`config.mk`:
```
export PLATFORM = sky130hd
export DESIGN_NAME = avm_i2s_rx_flat
export DESIGN_NICKNAME = d
export VERILOG_FILES = /design/src/rtl/avm_i2s_rx_if.sv /design/src/rtl/avm_i2s_rx.sv /design/src/flat_wrapper.sv
export SDC_FILE = /design/constraint.sdc
export NUM_CORES = 1
export LEC_CHECK = 0
export BUFFER_PORTS_ARGS = -buffer_cell sky130_fd_sc_hd__buf_2
export CORE_MARGIN = 10
export CORE_UTILIZATION = 55
export CTS_CLUSTER_DIAMETER = 30
export DETAILED_ROUTE_END_ITERATION = 6
export PLACE_DENSITY = 0.75
export SLEW_MARGIN = 40
export SYNTH_ARGS = -nofsm -noshare
export SYNTH_HDL_FRONTEND = slang
export SYNTH_SLANG_ARGS = --single-unit
```
`constraint.sdc`:
```
create_clock -name clk -period 6.63 [get_ports clk]
set_input_delay 0.9945 -clock clk [delete_from_list [all_inputs] [get_ports clk]]
set_output_delay 0.9945 -clock clk [all_outputs]
set_load 0.05 [all_outputs]
```
`src/rtl/avm_i2s_rx_if.sv`:
```
// Avalon-MM write-master bus that carries captured I2S samples into a memory ring buffer.
interface avm_i2s_rx_if;
  logic [31:0] avm_m0_address;
  logic        avm_m0_write;
  logic [31:0] avm_m0_writedata;
  logic        avm_m0_waitrequest;

  modport master (
    output avm_m0_address,
    output avm_m0_write,
    output avm_m0_writedata,
    input  avm_m0_waitrequest
  );

  modport slave (
    input  avm_m0_address,
    input  avm_m0_write,
    input  avm_m0_writedata,
    output avm_m0_waitrequest
  );
endinterface

```
`src/rtl/avm_i2s_rx.sv`:
```
// I2S receiver feeding a sample FIFO that an Avalon-MM master drains into a ring buffer.
// Optional macro AVM_I2S_RX_SIGNEXT_EN sign-extends samples to 32 bits instead of zero-extending.
module avm_i2s_rx #(
  parameter logic [31:0] BASE_ADDR  = 32'h0000_0000,
  parameter int unsigned BUF_WORDS  = 256,
  parameter int unsigned DATA_BITS  = 24,
  parameter int unsigned FIFO_DEPTH = 4
) (
  input  logic         clk,
  input  logic         reset,
  input  logic         enable,
  input  logic         i2s_sck,
  input  logic         i2s_ws,
  input  logic         i2s_sd,
  avm_i2s_rx_if.master avm,
  output logic         buf_wrap,
  output logic         overflow
);

  localparam int unsigned PTR_W = (BUF_WORDS > 1) ? $clog2(BUF_WORDS) : 1;
  localparam int unsigned CNT_W = $clog2(DATA_BITS + 1);
  localparam int unsigned FA_W  = (FIFO_DEPTH > 1) ? $clog2(FIFO_DEPTH) : 1;
  localparam int unsigned FC_W  = $clog2(FIFO_DEPTH + 1);

  typedef enum logic {
    IDLE  = 1'b0,
    WRITE = 1'b1
  } state_t;

  function automatic logic [31:0] extend(input logic [DATA_BITS-1:0] s);
`ifdef AVM_I2S_RX_SIGNEXT_EN
    return 32'(signed'(s));
`else
    return 32'(s);
`endif
  endfunction

  // ---------------------------------------------------------------- synchronisers
  logic [1:0] sck_sync;
  logic [1:0] ws_sync;
  logic [1:0] sd_sync;
  logic       sck_prev;
  logic       sck_rise;
  logic       ws_s;
  logic       sd_s;

  always_ff @(posedge clk or posedge reset) begin
    if (reset) begin
      sck_sync <= '0;
      ws_sync  <= '0;
      sd_sync  <= '0;
      sck_prev <= 1'b0;
    end else begin
      sck_sync <= {sck_sync[0], i2s_sck};
      ws_sync  <= {ws_sync[0], i2s_ws};
      sd_sync  <= {sd_sync[0], i2s_sd};
      sck_prev <= sck_sync[1];
    end
  end

  assign sck_rise = sck_sync[1] & ~sck_prev;
  assign ws_s     = ws_sync[1];
  assign sd_s     = sd_sync[1];

  // ---------------------------------------------------------------- serial receiver
  // A slot can only open after a WS change seen while enabled, so clearing the
  // open/active flags whenever enable is low gives the sync-wait for free.
  logic                 ws_last;
  logic                 ws_seen;
  logic                 open_pend;
  logic                 slot_active;
  logic [CNT_W-1:0]     bit_cnt;
  logic [DATA_BITS-1:0] shreg;
  logic                 push_pend;
  logic                 ws_change;

  assign ws_change = ws_seen & (ws_s != ws_last);

  always_ff @(posedge clk or posedge reset) begin
    if (reset) begin
      ws_last     <= 1'b0;
      ws_seen     <= 1'b0;
      open_pend   <= 1'b0;
      slot_active <= 1'b0;
      bit_cnt     <= '0;
      shreg       <= '0;
      push_pend   <= 1'b0;
    end else begin
      push_pend <= 1'b0;
      if (sck_rise) begin
        ws_last <= ws_s;
        ws_seen <= 1'b1;
      end
      if (!enable) begin
        open_pend   <= 1'b0;
        slot_active <= 1'b0;
      end else if (sck_rise) begin
        if (ws_change) begin
          // Ending a slot here discards it unless its word was already pushed.
          open_pend   <= 1'b1;
          slot_active <= 1'b0;
        end else if (open_pend) begin
          open_pend   <= 1'b0;
          slot_active <= 1'b1;
          shreg       <= DATA_BITS'(sd_s);
          bit_cnt     <= CNT_W'(1);
        end else if (slot_active && (bit_cnt < CNT_W'(DATA_BITS))) begin
          shreg     <= {shreg[DATA_BITS-2:0], sd_s};
          bit_cnt   <= bit_cnt + CNT_W'(1);
          push_pend <= (bit_cnt == CNT_W'(DATA_BITS - 1));
        end
      end
    end
  end

  // ---------------------------------------------------------------- sample FIFO
  logic [DATA_BITS-1:0] fifo_mem [FIFO_DEPTH];
  logic [FA_W-1:0]      wr_idx;
  logic [FA_W-1:0]      rd_idx;
  logic [FC_W-1:0]      fifo_cnt;
  logic                 fifo_empty;
  logic                 fifo_full;
  logic                 push;
  logic                 push_ok;
  logic                 pop;
  logic [DATA_BITS-1:0] fifo_head;

  assign fifo_empty = (fifo_cnt == '0);
  assign fifo_full  = (fifo_cnt == FC_W'(FIFO_DEPTH));
  assign push       = push_pend & enable;
  assign push_ok    = push & (~fifo_full | pop);
  assign fifo_head  = fifo_mem[rd_idx];

  always_ff @(posedge clk) begin
    if (push_ok) begin
      fifo_mem[wr_idx] <= shreg;
    end
  end

  always_ff @(posedge clk or posedge reset) begin
    if (reset) begin
      wr_idx   <= '0;
      rd_idx   <= '0;
      fifo_cnt <= '0;
      overflow <= 1'b0;
    end else begin
      if (push_ok) begin
        wr_idx <= (wr_idx == FA_W'(FIFO_DEPTH - 1)) ? '0 : wr_idx + FA_W'(1);
      end
      if (pop) begin
        rd_idx <= (rd_idx == FA_W'(FIFO_DEPTH - 1)) ? '0 : rd_idx + FA_W'(1);
      end
      case ({push_ok, pop})
        2'b10:   fifo_cnt <= fifo_cnt + FC_W'(1);
        2'b01:   fifo_cnt <= fifo_cnt - FC_W'(1);
        default: fifo_cnt <= fifo_cnt;
      endcase
      if (push && fifo_full && !pop) begin
        overflow <= 1'b1;
      end
    end
  end

  // ---------------------------------------------------------------- write master
  state_t           state;
  state_t           state_nxt;
  logic [PTR_W-1:0] ptr;
  logic [PTR_W-1:0] ptr_nxt;
  logic             ptr_last;
  logic             accept;
  logic             write_q;
  logic             write_nxt;
  logic [31:0]      wdata_q;
  logic [31:0]      wdata_nxt;
  logic [31:0]      addr_q;

  assign ptr_last = (ptr == PTR_W'(BUF_WORDS - 1));
  assign accept   = (state == WRITE) & ~avm.avm_m0_waitrequest;

  always_ff @(posedge clk or posedge reset) begin
    if (reset) begin
      state   <= IDLE;
      ptr     <= '0;
      write_q <= 1'b0;
      wdata_q <= '0;
      addr_q  <= BASE_ADDR;
    end else begin
      state   <= state_nxt;
      ptr     <= ptr_nxt;
      write_q <= write_nxt;
      wdata_q <= wdata_nxt;
      addr_q  <= BASE_ADDR + (32'(ptr_nxt) << 2);
    end
  end

  // Next beat is loaded straight from the FIFO head, back-to-back when data is waiting.
  always_comb begin
    state_nxt = state;
    ptr_nxt   = ptr;
    write_nxt = write_q;
    wdata_nxt = wdata_q;
    pop       = 1'b0;
    case (state)
      IDLE: begin
        write_nxt = 1'b0;
        if (!fifo_empty) begin
          pop       = 1'b1;
          wdata_nxt = extend(fifo_head);
          write_nxt = 1'b1;
          state_nxt = WRITE;
        end
      end
      WRITE: begin
        if (accept) begin
          ptr_nxt = ptr_last ? '0 : ptr + PTR_W'(1);
          if (!fifo_empty) begin
            pop       = 1'b1;
            wdata_nxt = extend(fifo_head);
          end else begin
            write_nxt = 1'b0;
            state_nxt = IDLE;
          end
        end
      end
      default: begin
        write_nxt = 1'b0;
        state_nxt = IDLE;
      end
    endcase
  end

  assign avm.avm_m0_address   = addr_q;
  assign avm.avm_m0_write     = write_q;
  assign avm.avm_m0_writedata = wdata_q;
  assign buf_wrap             = accept & ptr_last;

endmodule

```
`src/flat_wrapper.sv`:
```
// flat-port wrapper written by rule: the top's interface ports become plain ports
module avm_i2s_rx_flat 
#(
  parameter logic [31:0] BASE_ADDR  = 32'h0000_0000,
  parameter int unsigned BUF_WORDS  = 256,
  parameter int unsigned DATA_BITS  = 24,
  parameter int unsigned FIFO_DEPTH = 4
)
  (clk, reset, enable, i2s_sck, i2s_ws, i2s_sd, buf_wrap, overflow, avm_avm_m0_address, avm_avm_m0_write, avm_avm_m0_writedata, avm_avm_m0_waitrequest);
  avm_i2s_rx_if avm_i ();
  input  logic clk;
  input  logic reset;
  input  logic enable;
  input  logic i2s_sck;
  input  logic i2s_ws;
  input  logic i2s_sd;
  output logic buf_wrap;
  output logic overflow;
  output wire logic [$bits(avm_i.avm_m0_address)-1:0] avm_avm_m0_address;
  output wire logic [$bits(avm_i.avm_m0_write)-1:0] avm_avm_m0_write;
  output wire logic [$bits(avm_i.avm_m0_writedata)-1:0] avm_avm_m0_writedata;
  input wire logic [$bits(avm_i.avm_m0_waitrequest)-1:0] avm_avm_m0_waitrequest;
  assign avm_avm_m0_address = avm_i.avm_m0_address;
  assign avm_avm_m0_write = avm_i.avm_m0_write;
  assign avm_avm_m0_writedata = avm_i.avm_m0_writedata;
  assign avm_i.avm_m0_waitrequest = avm_avm_m0_waitrequest;
  avm_i2s_rx #(.BASE_ADDR(BASE_ADDR), .BUF_WORDS(BUF_WORDS), .DATA_BITS(DATA_BITS), .FIFO_DEPTH(FIFO_DEPTH)) u_core (.clk(clk), .reset(reset), .enable(enable), .i2s_sck(i2s_sck), .i2s_ws(i2s_ws), .i2s_sd(i2s_sd), .avm(avm_i), .buf_wrap(buf_wrap), .overflow(overflow));
endmodule
```
==> results of run 1 <==
## through the flow
step	cell area, µm²	util (%)
after floorplan	7260	-
after global placement	7400	58.4
after detailed placement	7410	58.5
after CTS	7960	62.8
after global routing	7960	62.8
final	7960	62.8
## state kept, by name, summed over array words and instances (netlist names)
| signal | cells |
|---|---|
| u_core.sck_prev | 1 |
| u_core.overflow | 1 |
| u_core.sck_sync | 2 |
| u_core.rd_idx | 2 |
| u_core.shreg | 24 |
| u_core.slot_active | 1 |
| u_core.bit_cnt | 5 |
| u_core.sd_sync | 2 |
| u_core.avm.avm_m0_writedata | 24 |
| u_core.state | 1 |
| u_core.open_pend | 1 |
| u_core.wr_idx | 2 |
| u_core.push_pend | 1 |
| u_core.fifo_mem | 96 |
| u_core.fifo_cnt | 3 |
| u_core.ws_sync | 2 |
| u_core.ws_last | 1 |
| u_core.ws_seen | 1 |
| u_core.avm.avm_m0_address | 8 |
| u_core.avm.avm_m0_write | 1 |
## power by group
| part | switching (µW) | internal [µW] |
|---|---|---|
| clock network | 381 | 542 |
| registers | 127 | 1270 |
| logic | 503 | 306 |
| total | 1010 | 2120 |
## per-layer routing
metal | share of wire, % | global-route usage (%) | up-vias | routed length (µm)
met4 | 1.3 | 5.44 | 0 | 155
met5 | 0 | 0 | - | 0
met2 | 52 | 23.3 | 71 | 6110
met3 | 4.1 | 4.29 | 12 | 485
li1 | - | - | 1677 | -
met1 | 42 | 16.2 | 1784 | 4960
## cell type report
cell class	count	area [µm²]	area share [%]
flip-flops and latches	179	4960	62.3
multi-input cells	242	1930	24.2
clock buffers	17	425	5.34
repair buffers	49	272	3.41
well taps	172	215	2.70
clock inverters	15	123	1.54
inverters	9	35.0	0.440
## layout by cell type, fill, tap and decap left out, types with 5 or more instances in the layout
cell / count
conb_1: 32
nand2_1: 55
ha_1: 8
and2_1: 6
mux2_2: 30
dfrtp_1: 81
clkinv_1: 7
mux4_2: 24
buf_2: 41
o21ai_0: 19
buf_4: 7
clkbuf_16: 17
xnor2_1: 5
o21ai_1: 9
inv_1: 7
a21oi_1: 5
edfxtp_1: 96
clkinv_2: 5
nor2_1: 6
## path summary, 6_finish.rpt
kind,from,end,slack (ns),depth (start not counted)
max in group asynchronous,reset,u_core.rd_idx[1],5.32,3
setup reg to reg,u_core.fifo_cnt[0],u_core.fifo_cnt[2],4.34,8
setup / recovery,avm_avm_m0_waitrequest,buf_wrap,3.40,5
hold reg to reg,u_core.ws_sync[0],u_core.ws_sync[1],0.35,0
hold / removal,u_core.ws_sync[0],u_core.ws_sync[1],0.35,0
min in group asynchronous,reset,u_core.sd_sync[0],0.75,3
## cells by family after synthesis
logic type,Yosys count,synth area share (%)
compound gates,47,3.98
xor+xnor,8,0.981
fa+ha+maj,9,1.68
buf+inv,60,5.17
flops,179,69.5
mux,56,12.7
other cells,1,0.0525
simple gates,90,5.96
==> results.md, run 1 <==
- First-pass GRT wire length: 19400 µm
- Yosys cell types: 48
- Synth Flop Type: edfxtp_1
- Critical path class: input pin to output pin
- I/O Pins: 74
- Post-synth EDFFs: 96
- Via count: 3544
- Critical path startpoint category: input pin
- VDD IR max: 0.246 mV
- CP arrival: 2.24 ns
- Worst Path Max Fanout: 9
- Clock Tree Root: clkbuf_16
- Overflow after GRT: 0
- Port Buffers: 41
- Period utilisation layout: 48.7%
- Ant. Diodes: 0
- Critical Path RT: 5.64 ns
- Worst-Margin Slew: 0.706 ns
- Final worst slack: 3.40 ns
- Net count, final: 514
- Largest net degree at the start of global routing: 84
- Max incr delay on CP: 0.40 ns
- Placed cells: 651
- Routed length per placed instance: 17.1 µm
- Leak: 0.00320 µW
- CP max-delay cell: nor2b_1
- DRC Markers: 0
- Overall routed net length: 11700 µm
- Most frequent cell after synthesis: edfxtp_1
- Final setup vio count: 0
- Initial antenna violation count: 0
- Share of cells above drive strength 1: 27.4%
- Clock latency at the later pin of the worst-skew pair: 0.42 ns
- Vias in the first global route: 3816
- Achievable Freq: 310 MHz
- Die W: 134 µm
- Ys Warns: 0
- Max_cap viols: 0
- Pre-CTS setup slack: 3.39 ns
- WP buf/inv: 2
- Remaining antenna violation count after routing: 0
- Setup bufs post-CTS: 0
- # rows: 41
- Fraction of registers with async set/reset: 46.4%
- Sink Count: 179
- Initial Util: 56.4%
- Total GRT Usage: 13.9%
- Cell count after synthesis: 450
- Setup crit end kind: output pin
- Mapped Avg Cell Area: 15.9 µm²
- Clk_skew: 0.00638 ns
- H-Tree Depth: 4
- Pre-antenna DRT Iters: 4
- Final HPWL from detailed placement: 6970 µm
- Clock buffer depth: 2
- Top cells by count, synth: edfxtp_1 (96), dfrtp_1 (83), nand2_1 (55), buf_4 (35), mux2_2 (30)
- Initial drt markers: 266
- Synth area leader: edfxtp_1
- Synth Register Bits: 179
- Setup_tns: 0 ns
- Count of final hold-check violations: 0
- DIE AREA: 0.0179 mm²
- CP delay by family, top: simple AND/OR/NAND/NOR gates
- Overall power: 3130 µW
- Fill cells: 908
- Area grow syn2layout: 11.5%
- Status: completed
- Final Wtd Congestion: 0.777
- TritonCTS buffer count: 17
- Vias/cell: 5.19
- Post_cts resized: 0
- Die Ht: 134 µm
- Largest cells by area after synthesis: edfxtp_1 (40%), dfrtp_1 (29%), mux4_2 (7.6%)
- CTS Hold Buffers Added: 0
- Register area share after synthesis: 69.5%
- Worst min path class: flop to flop
- Cells along the critical path: buf_2, nor2b_1, nand3_1, nor3_1, buf_2
- Fin cells: 683
- Top cell type's share of synthesized area: 40.4%
- Max_slew headroom: 52.9%
- CP most frequent cell: buf_2
- Clock transition at path regs: 0.06 ns
- RSZ-0062 raised after global routing: no
- Crit path time final: 3.23 ns
- CTS tree: done
- Hold slack: 0.353 ns
- Max Slew Vio Count: 0
- PwrDens: 394 mW/mm²
- Netlist Area Pre-Place: 0.00714 mm²
- Core box area: 0.0127 mm²
No activity file was read; power rests on OpenSTA's default activity.
==> run 2, diff against run 1 <==
Settings changed: ABC_AREA set to 1, CORE_UTILIZATION 55 to 53, PLACE_DENSITY 0.75 to 0.76.
Clock period 6.63 ns to 2.9 ns, I/O delays scaled along.
==> results.md, run 2 <==
- Final setup vio count: 0 (unchanged)
- Remaining antenna violation count after routing: 0 (unchanged)
- Max reg flops: 96 (unchanged)
- DRC Markers: 0 (unchanged)
- Fraction of registers with async set/reset: 46.4% (unchanged)
- Largest cells by area after synthesis: edfxtp_1 (39%), dfrtp_1 (28%), nand2_1 (9.5%) (was edfxtp_1 (40%), dfrtp_1 (29%), mux4_2 (7.6%))
- Post-Place Cell Area: 0.00771 mm² (was 0.00741 mm²)
- Overall power: 7950 µW (was 3130 µW)
- Critical path class: flop to output pin (was input pin to output pin)
- Xor and xnor fraction of the mapped netlist area: 0.702% (was 0.981%)
- CP most frequent cell: nor2_1 (was buf_2)
- Register area share after synthesis: 66.3% (was 69.5%)
- CP arrival: 1.85 ns (was 2.24 ns)
- Worst-Margin Slew: 0.732 ns (was 0.706 ns)
- Overall routed net length: 13900 µm (was 11700 µm)
- Sink Count: 179 (unchanged)
- Net count, final: 765 (was 514)
- WP buf/inv: 1 (was 2)
- Max Slew Vio Count: 0 (unchanged)
- Setup_tns: 0 ns (unchanged)
- Final HPWL from detailed placement: 8240 µm (was 6970 µm)
- Clock latency at the later pin of the worst-skew pair: 0.42 ns (about the same)
- Routed length per placed instance: 14.7 µm (was 17.1 µm)
- Worst Path Max Fanout: 5 (was 9)
- Via count: 4719 (was 3544)
- TritonCTS buffer count: 17 (unchanged)
- Clock buffer depth: 2 (unchanged)
- Area grow syn2layout: 10.5% (was 11.5%)
- Cells along the critical path: ha_1, nand2_1, nor2_1, nand3_1, nor2_1, buf_2 (was buf_2, nor2b_1, nand3_1, nor3_1, buf_2)
- First-pass GRT wire length: 23500 µm (was 19400 µm)
- Hold slack: 0.105 ns (was 0.353 ns)
- Cell internal pwr: 4940 µW (was 2120 µW)
- VDD IR max: 0.768 mV (was 0.246 mV)
- Fin cells: 942 (was 683)
- Synth area leader: edfxtp_1 (unchanged)
- CP max-delay cell: dfrtp_1 (was nor2b_1)
- Overflow after GRT: 0 (unchanged)
- Critical path startpoint category: flop (was input pin)
- Switching power: 3020 µW (was 1010 µW)
- Period utilisation layout: 78.8%
- Most common cell after layout, fill and taps aside: nand2_1 (was edfxtp_1)
- Max_cap viols: 0 (unchanged)
- I/O Pins: 74 (unchanged)
- Status: completed (unchanged)
- Setup crit end kind: output pin (unchanged)
- Post_cts resized: 0 (unchanged)
- Combinational group share of total power: 32.7% (was 25.8%)
- Switching Share: 37.9% (was 32.3%)
- Post-synth EDFFs: 96 (unchanged)
- Total GRT Usage: 14.8% (was 13.9%)
- Biggest register: u_core.fifo_mem (unchanged)
- Synth Area in Simple Gates: 16.9% (was 5.96%)
- Critical Path RT: 2.47 ns (was 5.64 ns)
- PwrDens: 961 mW/mm² (was 394 mW/mm²)
- Max_slew headroom: 51.1% (was 52.9%)
- Leak: 0.00371 µW (was 0.00320 µW)
- Mapped Avg Cell Area: 10.6 µm² (was 15.9 µm²)
- Port Buffers: 41 (unchanged)
- Cell count after synthesis: 709 (was 450)
- Ys Warns: 0 (unchanged)
- Setup bufs post-CTS: 0 (unchanged)
- Clock transition at path regs: 0.06 ns (about the same)
- CTS tree: done (unchanged)
- Seq pwr share: 39.6% (was 44.7%)
- Vias/cell: 5.01 (was 5.19)
- Post-Synth Adder-Cell Area: 1.60% (was 1.68%)
- Placed cells: 910 (was 651)
- Worst min path class: input pin to async pin (was flop to flop)
- Max incr delay on CP: 0.42 ns (was 0.40 ns)
- Synth Register Bits: 179 (unchanged)
- Crit path time final: 2.28 ns
- Vias in the first global route: 4865 (was 3816)
- CTS Hold Buffers Added: 0 (unchanged)
- Post-synthesis mux area share: 0.150% (was 12.7%)
- RSZ-0062 raised after global routing: no (unchanged)
- Final Wtd Congestion: 0.743 (was 0.777)
- H-Tree Depth: 4 (unchanged)
- Achievable Freq: 438 MHz
- Synth Flop Type: edfxtp_1 (unchanged)
- Initial Util: 53.9% (was 56.4%)
- Initial antenna violation count: 0 (unchanged)
- Clk_skew: 0.00839 ns (was 0.00638 ns)
- Top cell type's share of synthesized area: 38.5% (was 40.4%)
- Die Ht: 139 µm (was 134 µm)
- Clock share of power: 27.8% (was 29.5%)
- CP delay by family, top: simple AND/OR/NAND/NOR gates (unchanged)
- Post-route cell area: 0.00828 mm² (was 0.00796 mm²)
- Count of final hold-check violations: 0 (unchanged)
- Post-synthesis compound-gate area fraction: 6.75% (was 3.98%)
- Pre-antenna DRT Iters: 5 (was 4)
- Netlist Area Pre-Place: 0.00749 mm² (was 0.00714 mm²)
- Yosys cell types: 29 (was 48)
- Top cells by count, synth: nand2_1 (189), nor2_1 (116), edfxtp_1 (96), dfrtp_1 (83), o21ai_0 (55) (was edfxtp_1 (96), dfrtp_1 (83), nand2_1 (55), buf_4 (35), mux2_2 (30))
- # rows: 43 (was 41)
- Largest family of logic cells by synthesized area: simple AND/OR/NAND/NOR gates (was multiplexers)
- Most frequent cells in the layout: nand2_1 (189), nor2_1 (112), edfxtp_1 (96) (was edfxtp_1 (96), dfrtp_1 (81), nand2_1 (55))
- Largest net degree at the start of global routing: 84 (unchanged)
- Die W: 139 µm (was 134 µm)
- Clock Tree Root: clkbuf_16 (unchanged)
- DIE AREA: 0.0193 mm² (was 0.0179 mm²)
- Share of cells above drive strength 1: 13.9% (was 27.4%)
- Ant. Diodes: 0 (unchanged)
- Initial drt markers: 323 (was 266)
- Core box area: 0.0139 mm² (was 0.0127 mm²)
- Most frequent cell after synthesis: nand2_1 (was edfxtp_1)
run 2: changes by cell type in the layout (fill, tap and decap cells not counted), sizes merged, moves of 24 or more:
cell	before	now
o21ai	28	86
nor2	6	116
nand2	56	192
mux2	32	1
inv	8	32
mux4	24	0
run 2: worst paths after layout:
check                                              from                              end  slack, ns  cells after the start
setup / recovery           u_core.avm.avm_m0_address[2]                         buf_wrap       0.62                      6
hold / removal                                    reset  u_core.avm.avm_m0_writedata[21]       0.10                      3
setup reg to reg                           u_core.state               u_core.fifo_cnt[2]       0.65                      9
hold reg to reg                       u_core.sd_sync[0]                u_core.sd_sync[1]       0.35                      0
max in group asynchronous                         reset                 u_core.shreg[15]       2.44                      3
min in group clk                                 i2s_ws                u_core.ws_sync[0]       0.12                      1
run 2: metal layers:
layer | track usage (%) | vias to the layer above | routed length [µm]
li1 | - | 2323 | -
met1 | 16.9 | 2266 | 5790
met2 | 25.0 | 116 | 6980
met3 | 4.93 | 14 | 932
met4 | 5.88 | 0 | 187
met5 | 0 | - | 0
run 2: power by group through the flow:
stage	clock [µW]	combinational [µW]	sequential, µW
finish	2210	2600	3150
CTS	2240	2640	3150
floorplan	0	1370	3930
detailed placement	0	2620	3200
global route	2330	2880	3200
global placement	0	2560	3180
run 2: through the flow:
stage          utilization (%)  worst slack [ns]
3_5_place_dp              55.5             0.522
4_1_cts                   59.6             0.590
6_report                  59.6             0.616
2_1_floorplan                -             0.328
3_3_place_gp              55.5             0.609
5_1_grt                   59.6             0.407
run 2: kinds of logic (layout without fill, tap and decap cells):
group	count (synthesis)	in the layout
DFF	179	179
buffers and inverters	96	118
muxes	1	1
adders and majority gates	9	9
other	1	32
xor gates and xnor gates	6	6
AOI/OAI and AO/OA	90	90
and+or+nand+nor	327	327
run 2: worst min-delay path, stage by stage:
cell and delay [ns]:
buf_2 0.10, clkinv_2 0.05, buf_12 0.37
run 2: layout make-up:
type,count,area (µm²)
fill,1143,5610
sequential,179,4960
multi-input combinational,465,2090
clock buffer,26,489
timing repair buffer,53,308
tap,180,225
inverter,33,125
clock inverter,6,80.1
==> run 3, diff against run 2 <==
Settings changed: ABC_AREA 1 to 0.
Clock period 2.9 ns to 2.1 ns, I/O delays scaled along.
==> results.md, run 3 (synthesis gave the netlist of run 1 again) <==
- Clock Tree Root: clkbuf_16 (unchanged)
- Routed length per placed instance: 17.4 µm (was 14.7 µm)
- Busiest grt layer: met2 (unchanged)
- Clk_skew: 0.00532 ns (was 0.00839 ns)
- PwrDens: 1250 mW/mm² (was 961 mW/mm²)
- M2 GR Usage: 24.5% (was 25.0%)
- Critical Path RT: 2.40 ns (was 2.47 ns)
- Share of cells above drive strength 1: 30.6% (was 13.9%)
- CTS tree: done (unchanged)
- Pre-antenna DRT Iters: 4 (was 5)
- Post-route cell area: 0.00825 mm² (was 0.00828 mm²)
- DIE AREA: 0.0185 mm² (was 0.0193 mm²)
- First-pass GRT wire length: 20400 µm (was 23500 µm)
- Pre-CTS setup slack: -0.107 ns (was 0.522 ns)
- Status: completed (unchanged)
- Cell internal pwr: 7020 µW (was 4940 µW)
- Max_cap viols: 0 (unchanged)
- Fill cells: 954 (was 1143)
- End of the worst register-to-register path: u_core.fifo_cnt[1] (was u_core.fifo_cnt[2])
- Vias in the first global route: 4036 (was 4865)
- Die W: 136 µm (was 139 µm)
- Final HPWL from detailed placement: 7690 µm (was 8240 µm)
- Port Buffers: 41 (unchanged)
- Clock latency at the later pin of the worst-skew pair: 0.42 ns (about the same)
- H-Tree Depth: 4 (unchanged)
- Setup crit end kind: flop (was output pin)
- Most common cell after layout, fill and taps aside: edfxtp_1 (was nand2_1)
- Leak: 0.00334 µW (was 0.00371 µW)
- Total GRT Usage: 14.1% (was 14.8%)
- Overall routed net length: 12300 µm (was 13900 µm)
- Biggest register: u_core.fifo_mem (unchanged)
- DRC Markers: 0 (unchanged)
- Post-Place Cell Area: 0.00759 mm² (was 0.00771 mm²)
- Final worst slack: 0.0149 ns (was 0.616 ns)
- TritonCTS buffer count: 17 (unchanged)
- Worst reg-to-reg setup slack: 0.01 ns (was 0.65 ns)
- Final setup vio count: 0 (unchanged)
- Combinational group share of total power: 28.7% (was 32.7%)
- Via count: 3703 (was 4719)
- Area grow syn2layout: 15.5% (was 10.5%)
- Initial drt markers: 233 (was 323)
- Clock transition at path regs: 0.06 ns (about the same)
- Seq pwr share: 41.1% (was 39.6%)
- M1 GR Usage: 16.6% (was 16.9%)
- Overflow after GRT: 0 (unchanged)
- Cells on worst reg2reg path: 7 (was 9)
- Clock share of power: 30.3% (was 27.8%)
- Vias/cell: 5.25 (was 5.01)
- Switching power: 3300 µW (was 3020 µW)
- RSZ-0062 raised after global routing: yes (was no)
- Worst min path class: input pin to async pin (unchanged)
- Count of final hold-check violations: 0 (unchanged)
- Clock buffer depth: 2 (unchanged)
- Initial antenna violation count: 0 (unchanged)
- Core box area: 0.0132 mm² (was 0.0139 mm²)
- Initial Util: 53.9% (about the same)
- Sink Count: 179 (unchanged)
- Max reg flops: 96 (unchanged)
- Worst Path Max Fanout: 3 (was 5)
- I/O Pins: 74 (unchanged)
- Max Slew Vio Count: 0 (unchanged)
- VDD IR max: 0.523 mV (was 0.768 mV)
- Hold slack: 0.0127 ns (was 0.105 ns)
- Crit path time final: 2.09 ns
- CP arrival: 2.39 ns (was 1.85 ns)
- Area of the multi-input gates: 0.00195 mm² (was 0.00209 mm²)
- # rows: 42 (was 43)
- Final Wtd Congestion: 0.766 (was 0.743)
- Ant. Diodes: 0 (unchanged)
- Largest net degree at the start of global routing: 84 (unchanged)
- Most frequent cells in the layout: edfxtp_1 (96), dfrtp_1 (83), nand2_1 (55) (was nand2_1 (189), nor2_1 (112), edfxtp_1 (96))
- Achievable Freq: 480 MHz
- Critical path startpoint category: flop (unchanged)
- R2r startpoint: u_core.state (unchanged)
- Remaining antenna violation count after routing: 0 (unchanged)
- Met3 Use GR: 3.69% (was 4.93%)
- Die Ht: 136 µm (was 139 µm)
- Switching Share: 32.0% (was 37.9%)
- Net count, final: 533 (was 765)
- FF/Latch Area: 0.00496 mm² (unchanged)
- Period utilisation layout: 99.3%
- Critical path class: flop to flop (was flop to output pin)
-- run 3: metrics by stage --
| step | total power, µW | TNS [ns] | utilization [%] | std cells |
|---|---|---|---|---|
| finish | 10300 | 0 | 62.3 | 706 |
| global route | 10800 | -0.0604 | 62.3 | 706 |
| CTS | 10400 | -0.0208 | 62.1 | 704 |
| detailed placement | 7290 | -0.107 | 57.3 | 669 |
| global placement | 7190 | -0.0270 | 57.3 | 669 |
| floorplan | 6650 | -0.0191 | - | 481 |
-- run 3: worst max-delay path by stage --
stage                           start            endpoint  slack (ns)  depth (start not counted)
3_5_place_dp   avm_avm_m0_waitrequest  u_core.fifo_cnt[1]       -0.11                          8
4_1_cts                  u_core.state  u_core.fifo_cnt[1]       -0.02                          7
2_1_floorplan      u_core.fifo_cnt[0]  u_core.fifo_cnt[1]       -0.02                          6
6_report                 u_core.state  u_core.fifo_cnt[1]        0.01                          7
5_1_grt                  u_core.state  u_core.fifo_cnt[1]       -0.05                          7
3_3_place_gp   avm_avm_m0_waitrequest  u_core.fifo_cnt[1]       -0.03                          8
-- run 3: worst max-delay path, cell delays in order (launching register included) --
cell     delay, ns
dfrtp_1       0.37
nand2_2       0.08
or4b_4        0.50
nor2b_4       0.15
inv_2         0.06
ha_4          0.13
fa_1          0.41
mux2_2        0.27
-- run 3: final cells by class --
type / count / area share, %
Clock buffer: 23 / 5.93
Tap cell: 176 / 2.67
Sequential cell: 179 / 60.2
Timing Repair Buffer: 68 / 5.87
Multi-Input combinational cell: 242 / 23.7
Clock inverter: 9 / 1.26
Inverter: 9 / 0.455
-- run 3: timing repair --
action / 4_1_cts / 5_1_grt
hold endpoints to repair: 3 / 0
gates resized for setup: 2 / 3
setup endpoints to repair: 1 / 2
buffers inserted: 0 / 2
hold buffers: 3 / 0
pin swaps: 1 / 3
-- run 3: power by group through the flow --
| stage | registers [µW] | logic (µW) | clock network (µW) |
|---|---|---|---|
| floorplan | 5140 | 1510 | 0 |
| global placement | 4280 | 2910 | 0 |
| detailed placement | 4310 | 2980 | 0 |
| CTS | 4240 | 3010 | 3170 |
| global route | 4290 | 3170 | 3330 |
| finish | 4240 | 2960 | 3120 |
-- run 3: per-layer routing --
metal  part of all wire, %  vias to the layer above
met4                   1.3                        0
li1                      -                     1711
met2                    54                       75
met5                     0                        -
met3                   3.9                       12
met1                    41                     1905
